### src/rtl/rv_mem.sv
// rv_mem: memory-access pipeline stage.
// Performs RV32I loads and stores over a req/ack data-memory port and stalls
// the upstream stage while an access is in flight. Results are registered
// into mem_wb_* for the write-back stage.
module rv_mem (
  input  logic        clk,
  input  logic        rst,
  input  logic [31:0] ex_mem_ir,
  input  logic [31:0] ex_mem_alu_out,
  input  logic [31:0] ex_mem_rs2,
  output logic        mem_stall,
  output logic        dmem_req,
  output logic        dmem_we,
  output logic [31:0] dmem_addr,
  output logic [3:0]  dmem_be,
  output logic [31:0] dmem_wdata,
  input  logic [31:0] dmem_rdata,
  input  logic        dmem_ack,
  output logic [31:0] mem_wb_ir,
  output logic [31:0] mem_wb_data,
  output logic        mem_wb_exc
);

  localparam logic [6:0] OP_LOAD  = 7'b0000011;
  localparam logic [6:0] OP_STORE = 7'b0100011;

  typedef enum logic {IDLE, REQ} state_t;

  state_t      state;
  logic [6:0]  opcode;
  logic [2:0]  funct3;
  logic [1:0]  a;
  logic        is_load;
  logic        is_store;
  logic        f3_ok;
  logic        misalign;
  logic        fault;
  logic        valid_mem;
  logic [3:0]  be_next;
  logic [31:0] wdata_next;
  logic [31:0] shifted;
  logic [7:0]  byte_sel;
  logic [15:0] half_sel;
  logic [31:0] load_data;

  // Decode the instruction currently offered by EX; upstream holds it stable
  // for the whole access, so REQ can keep using it for data extraction.
  always_comb begin
    opcode   = ex_mem_ir[6:0];
    funct3   = ex_mem_ir[14:12];
    a        = ex_mem_alu_out[1:0];
    is_load  = (opcode == OP_LOAD);
    is_store = (opcode == OP_STORE);
    f3_ok    = 1'b0;
    if (is_load) begin
      case (funct3)
        3'b000, 3'b001, 3'b010, 3'b100, 3'b101: f3_ok = 1'b1;
        default:                                f3_ok = 1'b0;
      endcase
    end else if (is_store) begin
      case (funct3)
        3'b000, 3'b001, 3'b010: f3_ok = 1'b1;
        default:                f3_ok = 1'b0;
      endcase
    end
    case (funct3[1:0])
      2'b01:   misalign = a[0];
      2'b10:   misalign = (a != 2'b00);
      default: misalign = 1'b0;
    endcase
    fault     = (is_load || is_store) && (!f3_ok || misalign);
    valid_mem = (is_load || is_store) && !fault;
  end

  // Store lane placement; loads always read the full word.
  always_comb begin
    be_next    = 4'b1111;
    wdata_next = 32'h0;
    if (is_store) begin
      case (funct3[1:0])
        2'b00: begin
          be_next    = 4'b0001 << a;
          wdata_next = {4{ex_mem_rs2[7:0]}};
        end
        2'b01: begin
          be_next    = a[1] ? 4'b1100 : 4'b0011;
          wdata_next = {2{ex_mem_rs2[15:0]}};
        end
        default: begin
          be_next    = 4'b1111;
          wdata_next = ex_mem_rs2;
        end
      endcase
    end
  end

  // Load data extraction and sign/zero extension from the returned word.
  always_comb begin
    shifted  = dmem_rdata >> {a, 3'b000};
    byte_sel = shifted[7:0];
    half_sel = a[1] ? dmem_rdata[31:16] : dmem_rdata[15:0];
    case (funct3)
      3'b000:  load_data = {{24{byte_sel[7]}}, byte_sel};
      3'b001:  load_data = {{16{half_sel[15]}}, half_sel};
      3'b100:  load_data = {24'h0, byte_sel};
      3'b101:  load_data = {16'h0, half_sel};
      default: load_data = dmem_rdata;
    endcase
  end

  // Stall is combinational so EX advances on the same edge the access retires.
  always_comb begin
    if (state == IDLE) mem_stall = valid_mem;
    else               mem_stall = !dmem_ack;
  end

  // Access FSM with registered bus and write-back outputs.
  always_ff @(posedge clk or negedge rst) begin
    if (!rst) begin
      state       <= IDLE;
      dmem_req    <= 1'b0;
      dmem_we     <= 1'b0;
      dmem_addr   <= 32'h0;
      dmem_be     <= 4'h0;
      dmem_wdata  <= 32'h0;
      mem_wb_ir   <= 32'h0;
      mem_wb_data <= 32'h0;
      mem_wb_exc  <= 1'b0;
    end else begin
      case (state)
        IDLE: begin
          if (valid_mem) begin
            dmem_req    <= 1'b1;
            dmem_we     <= is_store;
            dmem_addr   <= {ex_mem_alu_out[31:2], 2'b00};
            dmem_be     <= be_next;
            dmem_wdata  <= wdata_next;
            mem_wb_ir   <= 32'h0;
            mem_wb_data <= 32'h0;
            mem_wb_exc  <= 1'b0;
            state       <= REQ;
          end else begin
            mem_wb_ir   <= ex_mem_ir;
            mem_wb_data <= fault ? 32'h0 : ex_mem_alu_out;
            mem_wb_exc  <= fault;
          end
        end
        REQ: begin
          if (dmem_ack) begin
            dmem_req    <= 1'b0;
            mem_wb_ir   <= ex_mem_ir;
            mem_wb_exc  <= 1'b0;
            mem_wb_data <= is_load ? load_data : 32'h0;
            state       <= IDLE;
          end else begin
            mem_wb_ir   <= 32'h0;
            mem_wb_data <= 32'h0;
            mem_wb_exc  <= 1'b0;
          end
        end
        default: state <= IDLE;
      endcase
    end
  end

endmodule

### config.mk
export PLATFORM = sky130hd
export DESIGN_NAME = rv_mem
export DESIGN_NICKNAME = d
export VERILOG_FILES = /design/src/rtl/rv_mem.sv
export SDC_FILE = /design/constraint.sdc
export NUM_CORES = 1
export LEC_CHECK = 0
export BUFFER_PORTS_ARGS = -buffer_cell sky130_fd_sc_hd__buf_2
export CAP_MARGIN = 20
export CORE_ASPECT_RATIO = 1.5
export CORE_UTILIZATION = 43
export DETAILED_ROUTE_END_ITERATION = 7
export PLACE_DENSITY = 0.82
export SLEW_MARGIN = 20
export SYNTH_ARGS = -nofsm -noshare
export SYNTH_HDL_FRONTEND = slang
export SYNTH_SLANG_ARGS = --single-unit
### constraint.sdc
create_clock -name clk -period 2.1 [get_ports clk]
set_input_delay 0.42 -clock clk [delete_from_list [all_inputs] [get_ports clk]]
set_output_delay 0.42 -clock clk [all_outputs]
set_load 0.03 [all_outputs]
==> results of run 1 <==
timing repair:
action / in CTS / in global routing
gates resized for setup: 9 / 3
hold buffers: 1 / 0
endpoints found under the setup margin: 1 / 8
buffers inserted: 11 / 4
pin swaps: 6 / 4
hold endpoints to repair: 41 / 0
critical path: stages:
cell,delay (ps)
buf_8,90
clkinvlp_4,110
buf_6,140
ha_4,180
nor3_4,220
o32ai_4,140
a31oi_4,240
inv_4,50
buf_6,130
layout make-up:
type	instances	share of cell area, %
sequential	134	39.4
inverter	16	0.780
clock buffer	20	5.49
tap	162	2.38
timing repair buffer	325	22.1
clock inverter	12	1.68
multi-input combinational	272	28.1
worst paths after layout:
kind                               start               to  slack, ps  cells after the start
min reg2reg                      dmem_we          dmem_we        480                      1
max in group asynchronous            rst    dmem_wdata[1]       1020                      3
min                        ex_mem_ir[31]    mem_wb_ir[31]        210                      2
min in group asynchronous            rst   mem_wb_data[2]        500                      2
max                        ex_mem_ir[13]        mem_stall        -40                      9
max reg2reg                        state  mem_wb_data[31]        180                      4
power by group through the flow:
stage	Combinational, W	Sequential [W]	Clock (W)
floorplan	0.000380	0.00330	0
global placement	0.00130	0.00289	0
detailed placement	0.00132	0.00290	0
CTS	0.00135	0.00286	0.00306
global route	0.00144	0.00288	0.00316
finish	0.00135	0.00286	0.00301
cells in the mapped netlist (all sizes together), types with 2 or more instances:
master	count	share of area (%)
inv	16	1.0
a31oi	6	0.89
and3	2	0.21
clkbuf	18	1.2
a221oi	10	1.8
a21o	11	1.4
and3b	3	0.44
a2bb2oi	2	0.30
o21ai	2	0.17
nor3b	5	0.63
nand2b	2	0.21
a21oi	26	2.2
a22o	17	2.5
nand3	5	0.63
a221o	23	3.9
buf	20	2.3
mux2	41	9.5
ha	3	0.63
o211ai	7	0.89
o2bb2ai	22	3.3
a22oi	2	0.34
nand2	20	1.3
and2	31	3.3
dfrtp	134	57
nor2	6	0.38
nor3	4	0.34
nor2b	3	0.32
o32a	2	0.34
mux2i	5	0.85
per-layer routing:
layer | vias up | global-route usage [%]
li1 | 2301 | -
met1 | 2408 | 27.7
met2 | 193 | 43.8
met3 | 42 | 4.66
met4 | 0 | 11.6
met5 | - | 0
flip-flops by register name, indices dropped and copies added (netlist names):
| signal | count |
|---|---|
| mem_wb_data | 32 |
| dmem_be | 4 |
| dmem_wdata | 32 |
| state | 1 |
| dmem_addr | 30 |
| mem_wb_exc | 1 |
| mem_wb_ir | 32 |
| dmem_req | 1 |
| dmem_we | 1 |
through the flow:
step,area [sq um],util (%)
after CTS,8450,62.8
after global placement,7710,57.2
final,8500,63.1
after global routing,8500,63.1
after detailed placement,7710,57.2
after floorplan,5970,-
logic make-up (layout without fill, tap and decap cells):
family / after synthesis / in the layout / synth area share, %
buf+inv: 54 / 373 / 4.44
mux: 46 / 46 / 10.3
fa+ha+maj: 3 / 3 / 0.634
simple gates: 86 / 86 / 8.80
other cells: 1 / 2 / 0.0634
compound gates: 135 / 135 / 19.1
flops: 134 / 134 / 56.7
==> results.py, run 1 <==
metrics = {
    "final_layout": {
        "final_cell_mix": "buf_2, dfrtp_1, buf_4, and2_1, mux2_4",
        "nFillCells": 1090,
        "final_nets": 900,
        "layout-drive-gt1-share_pct": 53.4,
        "syn_to_final_growth_pct": 43.7,
        "layoutNonFillerInstCount": 941,
        "multi_input_area_sq_um": 2390,
        "regArea_sq_um": 3350,
        "mostFrequentLayoutCell": "buf_2",
        "num_antenna_cells": 0,
    },
    "pwr": {
        "total_power_w": 0.00722,
        "switching_share_pct": 28.3,
        "clkPwrFrac_pct": 41.7,
        "p_seq_share_pct": 39.6,
        "p_sw_w": 0.00204,
        "p_leak_nw": 4.46,
        "p_comb_share_pct": 18.7,
        "internal_power_w": 0.00517,
        "ir_worst_vdd_uv": 527,
        "power_density_nw_per_um2": 849,
    },
    "critical_path": {
        "crit_fanout": 4,
        "worstSetupPathType": "in -> out",
        "worst_setup_path_end_kind": "primary output",
        "start_kind": "input port",
        "crit_required_ps": 1680,
        "worst_ep_arrival_time_ps": 1720,
    },
    "floorplan": {
        "die_w_microns": 97.8,
        "io_pins": 267,
        "start_util_pct": 43.9,
        "core_sq_um": 13500,
        "fp.dieH_microns": 146,
        "design.die.area_sq_um": 14200,
        "std_cell_rows": 52,
    },
    "sta": {
        "post-route-min-period_ps": 2140,
        "finalCritPeriodShare_pct": 102,
        "hold_ws_ps": 205,
        "finClkSkew_ps": 10.3,
        "finalSetupViolCount": 1,
        "finalMaxSlewViolations": 0,
        "slew_headroom_pct": 39.1,
        "worst_pin_slew_ps": 913,
        "rsz0062_at_grt": "true",
        "hold_violations": 0,
        "setup_ws_ps": -40.7,
        "tns_ps": -40.7,
        "fmax_mhz": 467,
    },
    "synth": {
        "synthFlopType": "dfrtp_1",
        "yosysSeqAreaShare_pct": 56.7,
        "synth-seq-cells": 134,
        "yosys.cell_types.count": 49,
        "synth.avg_cell_area_sq_um": 12.9,
        "netlist_area_sq_um": 5920,
        "synth_cells": 459,
        "ys_warn_count": 0,
        "synthArstFlopShare_pct": 100,
        "synth-edff-count": 0,
    },
    "global_route": {
        "gr-total-overflow": 0,
        "grt_pass1_vias": 5069,
        "grt_pass1_wl_microns": 26600,
        "antenna_found_initial": 0,
        "grt_use_total_pct": 24.4,
        "grt_max_degree": 45,
    },
    "routing": {
        "wl_met1_microns": 6300,
        "firstDrtPassIters": 6,
        "wl_microns": 17000,
        "ant_nets": 0,
        "drc": 38,
        "highest_layer": "met4",
        "dr_wl_met2_microns": 9180,
        "drtIter0Drc": 187,
        "vias": 4944,
        "wl_met3_microns": 942,
        "drt-wirelength-per-cell_microns": 18.0,
        "vias_per_cell": 5.25,
    },
    "clock_network": {
        "cts_inserted_buffers": 17,
        "clkTransAtPathRegs_ps": 60,
        "clkSinkCount": 134,
        "insertion_delay_ps": 420,
        "clock_path_buffers": 2,
        "cts-root-buf": "clkbuf_16",
        "cts_tree": "built",
        "htreeDepth": 4,
    },
    "run": {
        "cap_violations": 0,
    },
    "placement": {
        "gp_congestion": 0.837,
        "port-buffer-count": 264,
        "place_ws_ps": -345,
        "place_inst": 893,
        "hpwl_microns": 12900,
    },
    "status": {
        "outcome": "finished, violations left",
        "violations": "DRC, setup timing",
    },
    "hold_path": {
        "hold_path_class": "in -> reg",
    },
}
Power figures use the tool's default switching activity.
==> run 2, diff against run 1 <==
Settings changed: RECOVER_POWER set to 100.
==> run 2 against run 1 <==
Against the previous run: the flow still finishes with violations (DRC, setup timing); global-route usage unchanged; count of clock-buffer cells in the layout is the same; wire length rose by 0.40%; final area down 1.9%; combinational power is 4% lower; sequential cell count unchanged; highest routed layer unchanged; critical path depth did not move; setup slack worse by 1.4 ps; sequential power about the same.
==> results.py, run 2 (synthesis gave the netlist of run 1 again) <==
metrics = {
    "clock_network": {
        "cts_tree": "built",
        "cts-root-buf": "clkbuf_16",
        "clkTransAtPathRegs_ps": 60,
        "htreeDepth": 4,
        "clkSinkCount": 134,
        "clock_path_buffers": 2,
        "cts_inserted_buffers": 17,
        "insertion_delay_ps": 410,
    },
    "pwr": {
        "clkPwrFrac_pct": 41.9,
        "p_leak_nw": 4.12,
        "p_sw_w": 0.00205,
        "total_power_w": 0.00717,
        "power_density_nw_per_um2": 860,
        "internal_power_w": 0.00513,
        "ir_worst_vdd_uv": 527,
        "switching_share_pct": 28.5,
        "p_seq_share_pct": 39.9,
        "p_comb_share_pct": 18.2,
    },
    "sta": {
        "finalSetupViolCount": 1,
        "finalMaxSlewViolations": 0,
        "finClkSkew_ps": 10.5,
        "rsz0062_at_grt": "true",
        "setup_ws_ps": -42.1,
        "fmax_mhz": 467,
        "hold_ws_ps": 209,
        "finalCritPeriodShare_pct": 102,
        "post-route-min-period_ps": 2140,
        "hold_violations": 0,
        "worst_pin_slew_ps": 1090,
        "slew_headroom_pct": 27.2,
    },
    "placement": {
        "hpwl_microns": 12900,
        "port-buffer-count": 264,
        "placed_cell_area_sq_um": 7710,
        "gp_congestion": 0.837,
    },
    "routing": {
        "wl_met1_microns": 6380,
        "dr_wl_met2_microns": 9180,
        "vias": 4936,
        "vias_per_cell": 5.25,
        "wl_microns": 17000,
        "drtIter0Drc": 171,
        "firstDrtPassIters": 6,
        "ant_nets": 0,
        "drt-wirelength-per-cell_microns": 18.1,
        "wl_met3_microns": 944,
        "drc": 38,
        "highest_layer": "met4",
    },
    "critical_path": {
        "start_kind": "input port",
        "crit_fanout": 4,
        "slowest_stage": "a31oi_4",
        "worstSetupPathType": "in -> out",
        "cp_cell_sequence": "buf_8, clkinvlp_4, buf_6, ha_4, nor3_4, o32ai_4, a31oi_4, inv_4, buf_6",
        "slowest_delay_ps": 240,
        "r2r_setup_slack_ps": 180,
        "path_common_cell": "buf_6",
        "worst_ep_arrival_time_ps": 1720,
        "worst_setup_path_end_kind": "primary output",
        "crit_required_ps": 1680,
        "cpLargestDelayFamily": "buffers and inverters",
        "path_buf_inv": 5,
    },
    "status": {
        "violations": "DRC, setup timing",
        "outcome": "finished, violations left",
    },
    "final_layout": {
        "layout-drive-gt1-share_pct": 40.3,
        "top_regs": "dmem_wdata x32, mem_wb_data x32, mem_wb_ir x32",
        "final_nets": 900,
        "mostFrequentLayoutCell": "buf_2",
        "syn_to_final_growth_pct": 41.0,
        "num_antenna_cells": 0,
        "final_cell_mix": "buf_2, dfrtp_1, clkbuf_1, buf_4, and2_1",
        "final_area_sq_um": 8340,
    },
    "run": {
        "cap_violations": 0,
    },
    "floorplan": {
        "core_sq_um": 13500,
        "die_w_microns": 97.8,
        "fp.dieH_microns": 146,
        "io_pins": 267,
        "design.die.area_sq_um": 14200,
        "start_util_pct": 43.9,
        "std_cell_rows": 52,
    },
    "global_route": {
        "antenna_found_initial": 0,
        "grt_max_degree": 45,
        "grt_pass1_vias": 5069,
        "gr-total-overflow": 0,
        "grt_pass1_wl_microns": 26600,
        "grt_use_total_pct": 24.4,
    },
    "hold_path": {
        "hold_path_class": "in -> reg",
    },
}
==> run 2: worst register-to-register path: cells and delay by family (launching register included) <==
| kind | cells | cell delay [ps] |
|---|---|---|
| flops | 1 | 440 |
| compound gates | 2 | 1080 |
| simple gates | 2 | 340 |
==> run 2: area by class of cell <==
| class | count | area [sq um] |
|---|---|---|
| clock buffers | 20 | 467 |
| clock inverters | 12 | 143 |
| fillers | 1138 | 5120 |
| inverters | 16 | 66.3 |
| multi-input cells | 272 | 2390 |
| flip-flops and latches | 134 | 3350 |
| well taps | 162 | 203 |
| repair buffers | 325 | 1730 |
==> run 2: stage by stage <==
stage	setup WS, ps	TNS [ps]	std cells	util (%)
after floorplan	10.9	0	460	-
after global placement	-296	-14080	893	57.2
after detailed placement	-345	-22820	893	57.2
after CTS	16.2	0	937	62.8
after global routing	-84.1	-1110	941	62.0
final	-42.1	-42.1	941	62.0
==> run 2: final timing paths <==
kind | start | to | cells past startpoint
worst max-delay path | ex_mem_ir[13] | mem_stall | 9
worst min-delay path | ex_mem_ir[31] | mem_wb_ir[31] | 2
worst max register to register | state | mem_wb_data[31] | 4
worst min register to register | dmem_we | dmem_we | 1
max in group asynchronous | rst | dmem_wdata[27] | 3
min in group asynchronous | rst | mem_wb_data[2] | 2
==> run 2: metal layers <==
metal	GRT usage, %	vias to the layer above
li1	-	2300
met1	27.7	2400
met2	43.8	199
met3	4.66	37
met4	11.6	0
met5	0	-
==> run 2: what timing repair did <==
item	in CTS	in global routing
gates cloned	0	0
pin swaps	6	4
endpoints found under the hold margin	41	0
hold buffers	1	0
endpoints found under the setup margin	1	8
setup buffers	11	4
resized for setup	9	3
==> run 2: power groups by stage <==
| stage | Combinational, W | Clock [W] | Sequential (W) |
|---|---|---|---|
| after detailed placement | 0.00132 | 0 | 0.00290 |
| after global placement | 0.00130 | 0 | 0.00289 |
| final | 0.00130 | 0.00301 | 0.00286 |
| after CTS | 0.00135 | 0.00306 | 0.00286 |
| after floorplan | 0.000380 | 0 | 0.00330 |
| after global routing | 0.00139 | 0.00316 | 0.00288 |
